==> config.mk <==
export PLATFORM = sky130hd
export DESIGN_NAME = mem_port_arbiter
export DESIGN_NICKNAME = d
export VERILOG_FILES = /design/src/rtl/mips_pkg.sv /design/src/rtl/mem_lat_timer.sv /design/src/rtl/mem_port_arbiter.sv
export SDC_FILE = /design/constraint.sdc
export NUM_CORES = 1
export LEC_CHECK = 0
export BUFFER_PORTS_ARGS = -buffer_cell sky130_fd_sc_hd__buf_2
export CAP_MARGIN = 20
export CORE_MARGIN = 2
export CORE_UTILIZATION = 47
export CTS_BUF_LIST = sky130_fd_sc_hd__clkbuf_4 sky130_fd_sc_hd__clkbuf_8
export DETAILED_ROUTE_END_ITERATION = 6
export PLACE_DENSITY = 0.81
export SLEW_MARGIN = 20
export SYNTH_ARGS = -nofsm -noshare
export SYNTH_HDL_FRONTEND = slang
export SYNTH_SLANG_ARGS = --single-unit
export TNS_END_PERCENT = 20
==> constraint.sdc <==
create_clock -name clk -period 1.8 [get_ports clk]
set_input_delay 0.36 -clock clk [delete_from_list [all_inputs] [get_ports clk]]
set_output_delay 0.36 -clock clk [all_outputs]
set_load 0.05 [all_outputs]
==> src/rtl/mips_pkg.sv <==
// Types and defaults shared by the instruction-fetch / data-memory port arbiter.
package mips_pkg;

    typedef enum logic [1:0] {
        IDLE  = 2'd0,
        ISSUE = 2'd1,
        WAIT  = 2'd2,
        RESP  = 2'd3
    } arb_state_t;

    typedef enum logic {
        PORT_IF = 1'b0,
        PORT_DM = 1'b1
    } arb_port_t;

    localparam int MEM_LAT_DEF = 2;

    // Counter width able to hold the latency value itself.
    function automatic int lat_cnt_w(input int lat);
        return (lat < 2) ? 1 : $clog2(lat + 1);
    endfunction

endpackage

==> src/rtl/mem_lat_timer.sv <==
// Memory read-latency timer: loaded in ISSUE, counts down in WAIT,
// flags the last WAIT cycle so the FSM enters RESP as read data becomes valid.
module mem_lat_timer
    import mips_pkg::*;
#(
    parameter int MEM_LAT = MEM_LAT_DEF
) (
    input  logic clk,
    input  logic reset,
    input  logic load_i,
    input  logic run_i,
    output logic done_o
);

    localparam int            CW    = lat_cnt_w(MEM_LAT);
    localparam logic [CW-1:0] LAT_V = CW'(MEM_LAT);
    localparam logic [CW-1:0] ONE   = CW'(1);

    logic [CW-1:0] cnt_q, cnt_d;

    always_comb begin
        cnt_d = cnt_q;
        if (load_i) begin
            cnt_d = LAT_V;
        end else if (run_i && cnt_q != '0) begin
            cnt_d = cnt_q - ONE;
        end
    end

    always_ff @(posedge clk) begin
        if (reset) begin
            cnt_q <= '0;
        end else begin
            cnt_q <= cnt_d;
        end
    end

    assign done_o = run_i && (cnt_q == ONE);

endmodule

==> src/rtl/mem_port_arbiter.sv <==
// Shares one single-port memory between IF and DM with alternating priority on conflict.
// Define ARB_PERF_CNT_EN to build the saturating conflict counter.
module mem_port_arbiter
    import mips_pkg::*;
#(
    parameter int ADDR_W  = 32,
    parameter int DATA_W  = 32,
    parameter int MEM_LAT = MEM_LAT_DEF
) (
    input  logic              clk,
    input  logic              reset,
    input  logic              if_req,
    input  logic [ADDR_W-1:0] if_addr,
    output logic              if_ack,
    output logic [DATA_W-1:0] if_rdata,
    input  logic              dm_req,
    input  logic              dm_we,
    input  logic [ADDR_W-1:0] dm_addr,
    input  logic [DATA_W-1:0] dm_wdata,
    output logic              dm_ack,
    output logic [DATA_W-1:0] dm_rdata,
    output logic              mem_en,
    output logic              mem_we,
    output logic [ADDR_W-1:0] mem_addr,
    output logic [DATA_W-1:0] mem_wdata,
    input  logic [DATA_W-1:0] mem_rdata,
    output logic [15:0]       conflict_cnt
);

    arb_state_t        state_q, state_d;
    arb_port_t         last_grant_q, last_grant_d;
    arb_port_t         grant;
    logic              mem_en_q, mem_en_d;
    logic              mem_we_q, mem_we_d;
    logic [ADDR_W-1:0] mem_addr_q, mem_addr_d;
    logic [DATA_W-1:0] mem_wdata_q, mem_wdata_d;
    logic              if_ack_q, if_ack_d;
    logic              dm_ack_q, dm_ack_d;
    logic [DATA_W-1:0] if_rdata_q, if_rdata_d;
    logic [DATA_W-1:0] dm_rdata_q, dm_rdata_d;
    logic              timer_load, timer_run, timer_done;
    logic              conflict_inc;

    mem_lat_timer #(
        .MEM_LAT (MEM_LAT)
    ) u_timer (
        .clk    (clk),
        .reset  (reset),
        .load_i (timer_load),
        .run_i  (timer_run),
        .done_o (timer_done)
    );

    // Single requester wins outright; on conflict the port not served last wins.
    always_comb begin
        grant = PORT_IF;
        if (if_req && dm_req) begin
            grant = (last_grant_q == PORT_IF) ? PORT_DM : PORT_IF;
        end else if (dm_req) begin
            grant = PORT_DM;
        end
    end

    always_comb begin
        state_d      = state_q;
        last_grant_d = last_grant_q;
        mem_en_d     = 1'b0;
        mem_we_d     = mem_we_q;
        mem_addr_d   = mem_addr_q;
        mem_wdata_d  = mem_wdata_q;
        if_ack_d     = 1'b0;
        dm_ack_d     = 1'b0;
        if_rdata_d   = if_rdata_q;
        dm_rdata_d   = dm_rdata_q;
        timer_load   = 1'b0;
        timer_run    = 1'b0;
        conflict_inc = 1'b0;

        case (state_q)
            IDLE: begin
                if (if_req || dm_req) begin
                    state_d      = ISSUE;
                    last_grant_d = grant;
                    mem_en_d     = 1'b1;
                    conflict_inc = if_req && dm_req;
                    if (grant == PORT_DM) begin
                        mem_we_d    = dm_we;
                        mem_addr_d  = dm_addr;
                        mem_wdata_d = dm_wdata;
                    end else begin
                        mem_we_d   = 1'b0;
                        mem_addr_d = if_addr;
                    end
                end
            end
            ISSUE: begin
                timer_load = 1'b1;
                state_d    = WAIT;
            end
            WAIT: begin
                timer_run = 1'b1;
                // Read data is valid in this last WAIT cycle; capture on the RESP entry edge.
                if (timer_done) begin
                    state_d = RESP;
                    if (last_grant_q == PORT_DM) begin
                        dm_ack_d = 1'b1;
                        if (!mem_we_q) begin
                            dm_rdata_d = mem_rdata;
                        end
                    end else begin
                        if_ack_d   = 1'b1;
                        if_rdata_d = mem_rdata;
                    end
                end
            end
            RESP: begin
                state_d = IDLE;
            end
            default: begin
                state_d = IDLE;
            end
        endcase
    end

    always_ff @(posedge clk) begin
        if (reset) begin
            state_q      <= IDLE;
            last_grant_q <= PORT_IF;
            mem_en_q     <= 1'b0;
            mem_we_q     <= 1'b0;
            mem_addr_q   <= '0;
            mem_wdata_q  <= '0;
            if_ack_q     <= 1'b0;
            dm_ack_q     <= 1'b0;
            if_rdata_q   <= '0;
            dm_rdata_q   <= '0;
        end else begin
            state_q      <= state_d;
            last_grant_q <= last_grant_d;
            mem_en_q     <= mem_en_d;
            mem_we_q     <= mem_we_d;
            mem_addr_q   <= mem_addr_d;
            mem_wdata_q  <= mem_wdata_d;
            if_ack_q     <= if_ack_d;
            dm_ack_q     <= dm_ack_d;
            if_rdata_q   <= if_rdata_d;
            dm_rdata_q   <= dm_rdata_d;
        end
    end

`ifdef ARB_PERF_CNT_EN
    logic [15:0] conflict_cnt_q, conflict_cnt_d;

    always_comb begin
        conflict_cnt_d = conflict_cnt_q;
        if (conflict_inc && conflict_cnt_q != 16'hFFFF) begin
            conflict_cnt_d = conflict_cnt_q + 16'd1;
        end
    end

    always_ff @(posedge clk) begin
        if (reset) begin
            conflict_cnt_q <= '0;
        end else begin
            conflict_cnt_q <= conflict_cnt_d;
        end
    end

    assign conflict_cnt = conflict_cnt_q;
`else
    logic unused_conflict_inc;
    assign unused_conflict_inc = conflict_inc;
    assign conflict_cnt        = 16'h0000;
`endif

    assign mem_en    = mem_en_q;
    assign mem_we    = mem_we_q;
    assign mem_addr  = mem_addr_q;
    assign mem_wdata = mem_wdata_q;
    assign if_ack    = if_ack_q;
    assign dm_ack    = dm_ack_q;
    assign if_rdata  = if_rdata_q;
    assign dm_rdata  = dm_rdata_q;

endmodule

# Word level (Yosys, flattened, before mapping)
# Index checks and enable logic that the tools add are counted.
dict set report totals {
  elab_cells 53
  ff_bits 137
}
dict set report op_classes {
  eq_ne 6
  reduce_logical 15
  addsub 1
  n_bitwise 5
  n_mux 14
}
# cell n
set ops {}
lappend ops {{$mux 32} 1}
lappend ops {{$mux 1} 8}
lappend ops {{$mux 2} 4}
lappend ops {{$pmux 2 s4} 1}
lappend ops {{$reduce_and 3->1} 2}
lappend ops {{$not 1->1} 5}
lappend ops {{$eq 2x1->1 const B} 2}
lappend ops {{$eq 2x2->1 const B} 2}
lappend ops {{$ne 2x2->1 const B} 2}
lappend ops {{$reduce_and 2->1} 2}
lappend ops {{$reduce_and 4->1} 1}
lappend ops {{$reduce_bool 2->1} 2}
lappend ops {{$reduce_or 2->1} 2}
lappend ops {{$logic_and 1x1->1} 3}
lappend ops {{$reduce_or 3->1} 1}
lappend ops {{$logic_not 2->1} 1}
lappend ops {{$sub 2x1->2 const B} 1}
lappend ops {{$logic_or 1x1->1} 1}

# Logic depth before layout (Yosys ltp)
dict set report logic_depth {
  ltp_word 5
  ltp_mapped 8
  mapped_depth_nobuf 5
}

# Cells and area by module
# Synthesis repeated with hierarchy kept, for this count alone.
dict set report hier_totals {
  cells_unflattened 665
  hier_area_um2 5403.9
}
# module instances cells_per_inst area_each_um2
set modules_own_cells {}
lappend modules_own_cells {mem_port_arbiter 1 652 5278.8}
lappend modules_own_cells {mem_lat_timer 1 13 125.1}

# Least setup slack after synthesis
# No wires, ideal clock.
dict set report synth_path {
  path_kind {register -> register}
  from {register state_q[0]}
  to {register state_q[0]}
  setup_ns 0.115
  t_arrival_ns 1.359
  path_buffers 1
  required_ns 1.685
  setup_slack_ns 0.326
  path_stages_with_launch 7
  synth_period_minus_slack_ns 1.474
  path_cell_list {dfxtp_1 > inv_1 > ha_1 > buf_4 > or3b_1 > a21boi_1 > o21a_1}
}
dict set report synth_via {
  elab_chain_len 5
}
# element line_no
set synth_rtl {}
lappend synth_rtl {{from (decl)} mem_port_arbiter.sv:30} ;# arb_state_t state_q, state_d;
lappend synth_rtl {{from (signal assigned)} mem_port_arbiter.sv:138} ;# state_q <= state_d;
lappend synth_rtl {{$eq 2x2->1} mem_port_arbiter.sv:79} ;# case (state_q)
lappend synth_rtl {{$mux 1} mem_port_arbiter.sv:79}
lappend synth_rtl {{$logic_and 1x1->1} mem_lat_timer.sv:38} ;# assign done_o = run_i && (cnt_q == ONE);
lappend synth_rtl {{$ne 2x2->1 (no source line)} n/a}
lappend synth_rtl {{$reduce_and 2->1 (no source line)} n/a}
# Several ways; a longest one is shown, not always the timed one.
# A chain may end at the register's enable or synchronous reset.

# Worst setup path after layout
dict set report layout_path {
  from {register state_q[0]}
  to {register dm_rdata_q[23] (netlist: dm_rdata[23])}
}
dict set report layout_via {
  elab_chain_len 4
}
# element line_no
set layout_rtl {}
lappend layout_rtl {{$eq 2x2->1 (*)} mem_port_arbiter.sv:79}
lappend layout_rtl {{$mux 1} mem_port_arbiter.sv:79}
lappend layout_rtl {{$logic_and 1x1->1} mem_lat_timer.sv:38}
lappend layout_rtl {{$reduce_and 4->1 (no source line) (*)} n/a}
lappend layout_rtl {{to (signal assigned)} mem_port_arbiter.sv:147} ;# dm_rdata_q <= dm_rdata_d;
lappend layout_rtl {{to (decl)} mem_port_arbiter.sv:40} ;# logic [DATA_W-1:0] dm_rdata_q, dm_rdata_d;
# Every way passes the cells marked *; elsewhere a longest branch is shown, timed or not.

==> flow_metrics.tcl <==
set metrics [dict create \
    status "finished, final reports clean" \
    grtUsageTotal_pct 24.2 \
    critPathArrivalTime_ns 1.90 \
    final_max_slew_viol_count 0 \
    via_per_inst 5.19 \
    drt-wirelength-per-cell_um 14.6 \
    grt_max_degree 65 \
    skew_ns 0.00918 \
    setup_viol 0 \
    synth-async-reset-ratio_pct 0 \
    yosysWarnings 0 \
    hold_class "input port to register" \
    gp_congestion 0.845 \
    hp-start "if_addr[9]" \
    synthXorXnorAreaFrac_pct 0.160 \
    postCtsSetupBuffers 0 \
    synth.most_common_cell "nand2_1" \
    p_int_mw 6.13 \
    synthTopCellsByArea "dfxtp_1, nand2_1, a21oi_1, buf_4, a211oi_1" \
    cp.required_ns 2.17 \
    num-nets-final 1048 \
    initial_core_util_pct 48.0 \
    placedCellCount 1033 \
    synthesis.area_mm2 0.00548 \
    pin_count 281 \
    synth_top_family_by_area "compound AO/OA/AOI/OAI gates" \
    postCtsResizedCells 0 \
    first_global_vias 5074 \
    min_period_ns 1.53 \
    rows 39 \
    drcViolationCount 0 \
    synth-edff-count 0 \
    crit_path_start_kind "register" \
    ys_ff_latch 137 \
    dp_hpwl_um 10700 \
    grt_pass1_wl_um 24300 \
    clockBufferDepth 2 \
    root_buffer "clkbuf_8" \
    ctsHtreeMaxLevel 4 \
    drt-initial-drc-count 589 \
    grt_antenna_before_repair 0 \
    crit_type "register to register" \
    rsz0062_at_grt "no" \
    finalHoldViolCount 0 \
    synthAdderAreaFrac_pct 1.37 \
    clkPwrFrac_pct 26.3 \
    power_density_mw_per_mm2 1430 \
    synth_top_area_share_pct 50.1 \
    fin_setup_tns_ns 0 \
    drt_pass1_iterations 5 \
    dieArea_mm2 0.0125 \
    cts_made_buffers 17 \
    clkLatencyLatePin_ns 0.45 \
    die_w_um 112 \
    routed_wl_um 15600 \
    synthMuxAreaShare_pct 0.366 \
    period_share_pct 85.2 \
    cts_tree "done" \
    drive_gt1_share_pct 36.4 \
    io_buffers 264 \
    p_seq_share_pct 34.9 \
    yosys_most_used_dff "dfxtp_1" \
    hold_buffers 0 \
    clkTransAtPathRegs_ns 0.08 \
    combPwrFrac_pct 38.7 \
    path_max_fanout 32 \
    synth-seq-area-share_pct 50.1 \
    final_cells 1066 \
    ant_nets 0 \
    vdd_ir_drop_max_mv 0.909 \
    switching_power_mw 4.37 \
    grt-ovfl-total 0 \
    synth_compound_area_share_pct 22.1 \
    yosys.area_share.simple_pct 17.8 \
    crit_path_start "state_q[0]$_SDFFE_PP0P_" \
    clkSinkCount 137 \
    netlist_top_cells_count "nand2_1, dfxtp_1, a21oi_1" \
    p_leak_nw 3.34 \
    end_kind "register" \
    avgSynthCellArea_um2 8.20 \
    synth.distinct_cells 36 \
    r2r_start "state_q[0]$_SDFFE_PP0P_" \
    synth_top_cell_by_area "dfxtp_1" \
    die_y_um 112 \
    syn2layout_area_growth_pct 33.8 \
    synth_cells 668 \
    maxCapViolations 0 \
    switching_share_pct 41.6 \
    fmax_mhz 652 \
    vias 5528 \
    core-area_mm2 0.0114 \
]
flip-flops by register name, indices dropped and copies added, names as in the netlist:
register / flops
dm_rdata: 32
state_q: 2
dm_ack: 1
mem_en: 1
mem_wdata: 32
last_grant_q: 1
if_rdata: 32
mem_addr: 32
u_timer.cnt_q: 2
if_ack: 1
mem_we: 1
path summary, 6_finish.rpt:
path         slack (ns)  depth (start not counted)                         to
max                0.27                          6  dm_rdata[23]$_SDFFE_PP0P_
min                0.14                          3   mem_addr[9]$_SDFFE_PP0P_
max reg2reg        0.27                          6  dm_rdata[23]$_SDFFE_PP0P_
min reg2reg        0.45                          2  if_rdata[10]$_SDFFE_PP0P_
per-layer routing:
| metal | vias to the layer above | global-route usage, % | part of all wire, % |
|---|---|---|---|
| met5 | - | 0 | 0 |
| met4 | 0 | 10.2 | 2.7 |
| met3 | 34 | 7.35 | 8.3 |
| met2 | 253 | 41.7 | 50 |
| met1 | 2540 | 27.9 | 39 |
| li1 | 2701 | - | - |
per-stage QoR:
step / hold slack, ns / power (mW) / util [%] / area (um2) / worst slack, ns
2_1_floorplan: 0.465 / 6.79 / - / 5530 / 0.326
3_3_place_gp: 0.438 / 7.73 / 60.3 / 6890 / 0.314
5_1_grt: 0.128 / 11.0 / 64.2 / 7330 / 0.108
4_1_cts: 0.118 / 10.5 / 64.2 / 7330 / 0.235
3_5_place_dp: 0.443 / 7.78 / 60.3 / 6890 / 0.279
6_report: 0.145 / 10.5 / 64.2 / 7330 / 0.266
final cells by class:
cell class / instances / area [um2]
Fill cell: 1009 / 4090
Sequential cell: 137 / 2740
Multi-Input combinational cell: 467 / 2360
Timing Repair Buffer: 280 / 1580
Clock buffer: 21 / 283
Tap cell: 143 / 179
Clock inverter: 11 / 159
Inverter: 6 / 22.5
Antenna cell: 1 / 2.50
logic make-up (layout without fill, tap and decap cells):
group | after synthesis | count (layout)
buffers and inverters | 79 | 318
other | 1 | 17
XOR/XNOR | 1 | 1
AND/OR/NAND/NOR | 240 | 240
AO/OA/AOI/OAI | 202 | 202
multiplexers | 2 | 2
flip-flops | 137 | 137
adder cells (fa/ha/maj) | 6 | 6
worst max-delay path, cell delays in order (launching register included):
cell     delay (ns)
dfxtp_1        0.33
inv_1          0.10
ha_1           0.30
and4b_1        0.28
buf_12         0.20
nand2_1        0.09
a21oi_1        0.16
power groups by stage:
stage / registers (mW) / clock network, mW / logic, mW
6_report: 3.67 / 2.77 / 4.06
2_1_floorplan: 5.04 / 0 / 1.75
3_3_place_gp: 3.72 / 0 / 4.00
4_1_cts: 3.67 / 2.81 / 4.06
5_1_grt: 3.71 / 2.95 / 4.37
3_5_place_dp: 3.73 / 0 / 4.05
layout by cell type (no fill, tap or decap), types with 2 or more instances in the layout:
master,instances
a211oi_1,22
a211oi_2,10
a21oi_1,119
a21oi_2,10
buf_12,11
buf_2,263
buf_4,6
bufinv_16,3
clkbuf_8,20
clkinv_4,3
conb_1,16
dfxtp_1,137
ha_1,6
inv_1,6
inv_6,4
mux2i_1,2
nand2_1,160
nand2b_1,2
nand3_1,33
nor2_1,38
o21a_1,2
o21ai_0,32
Power figures use the tool's default switching activity.
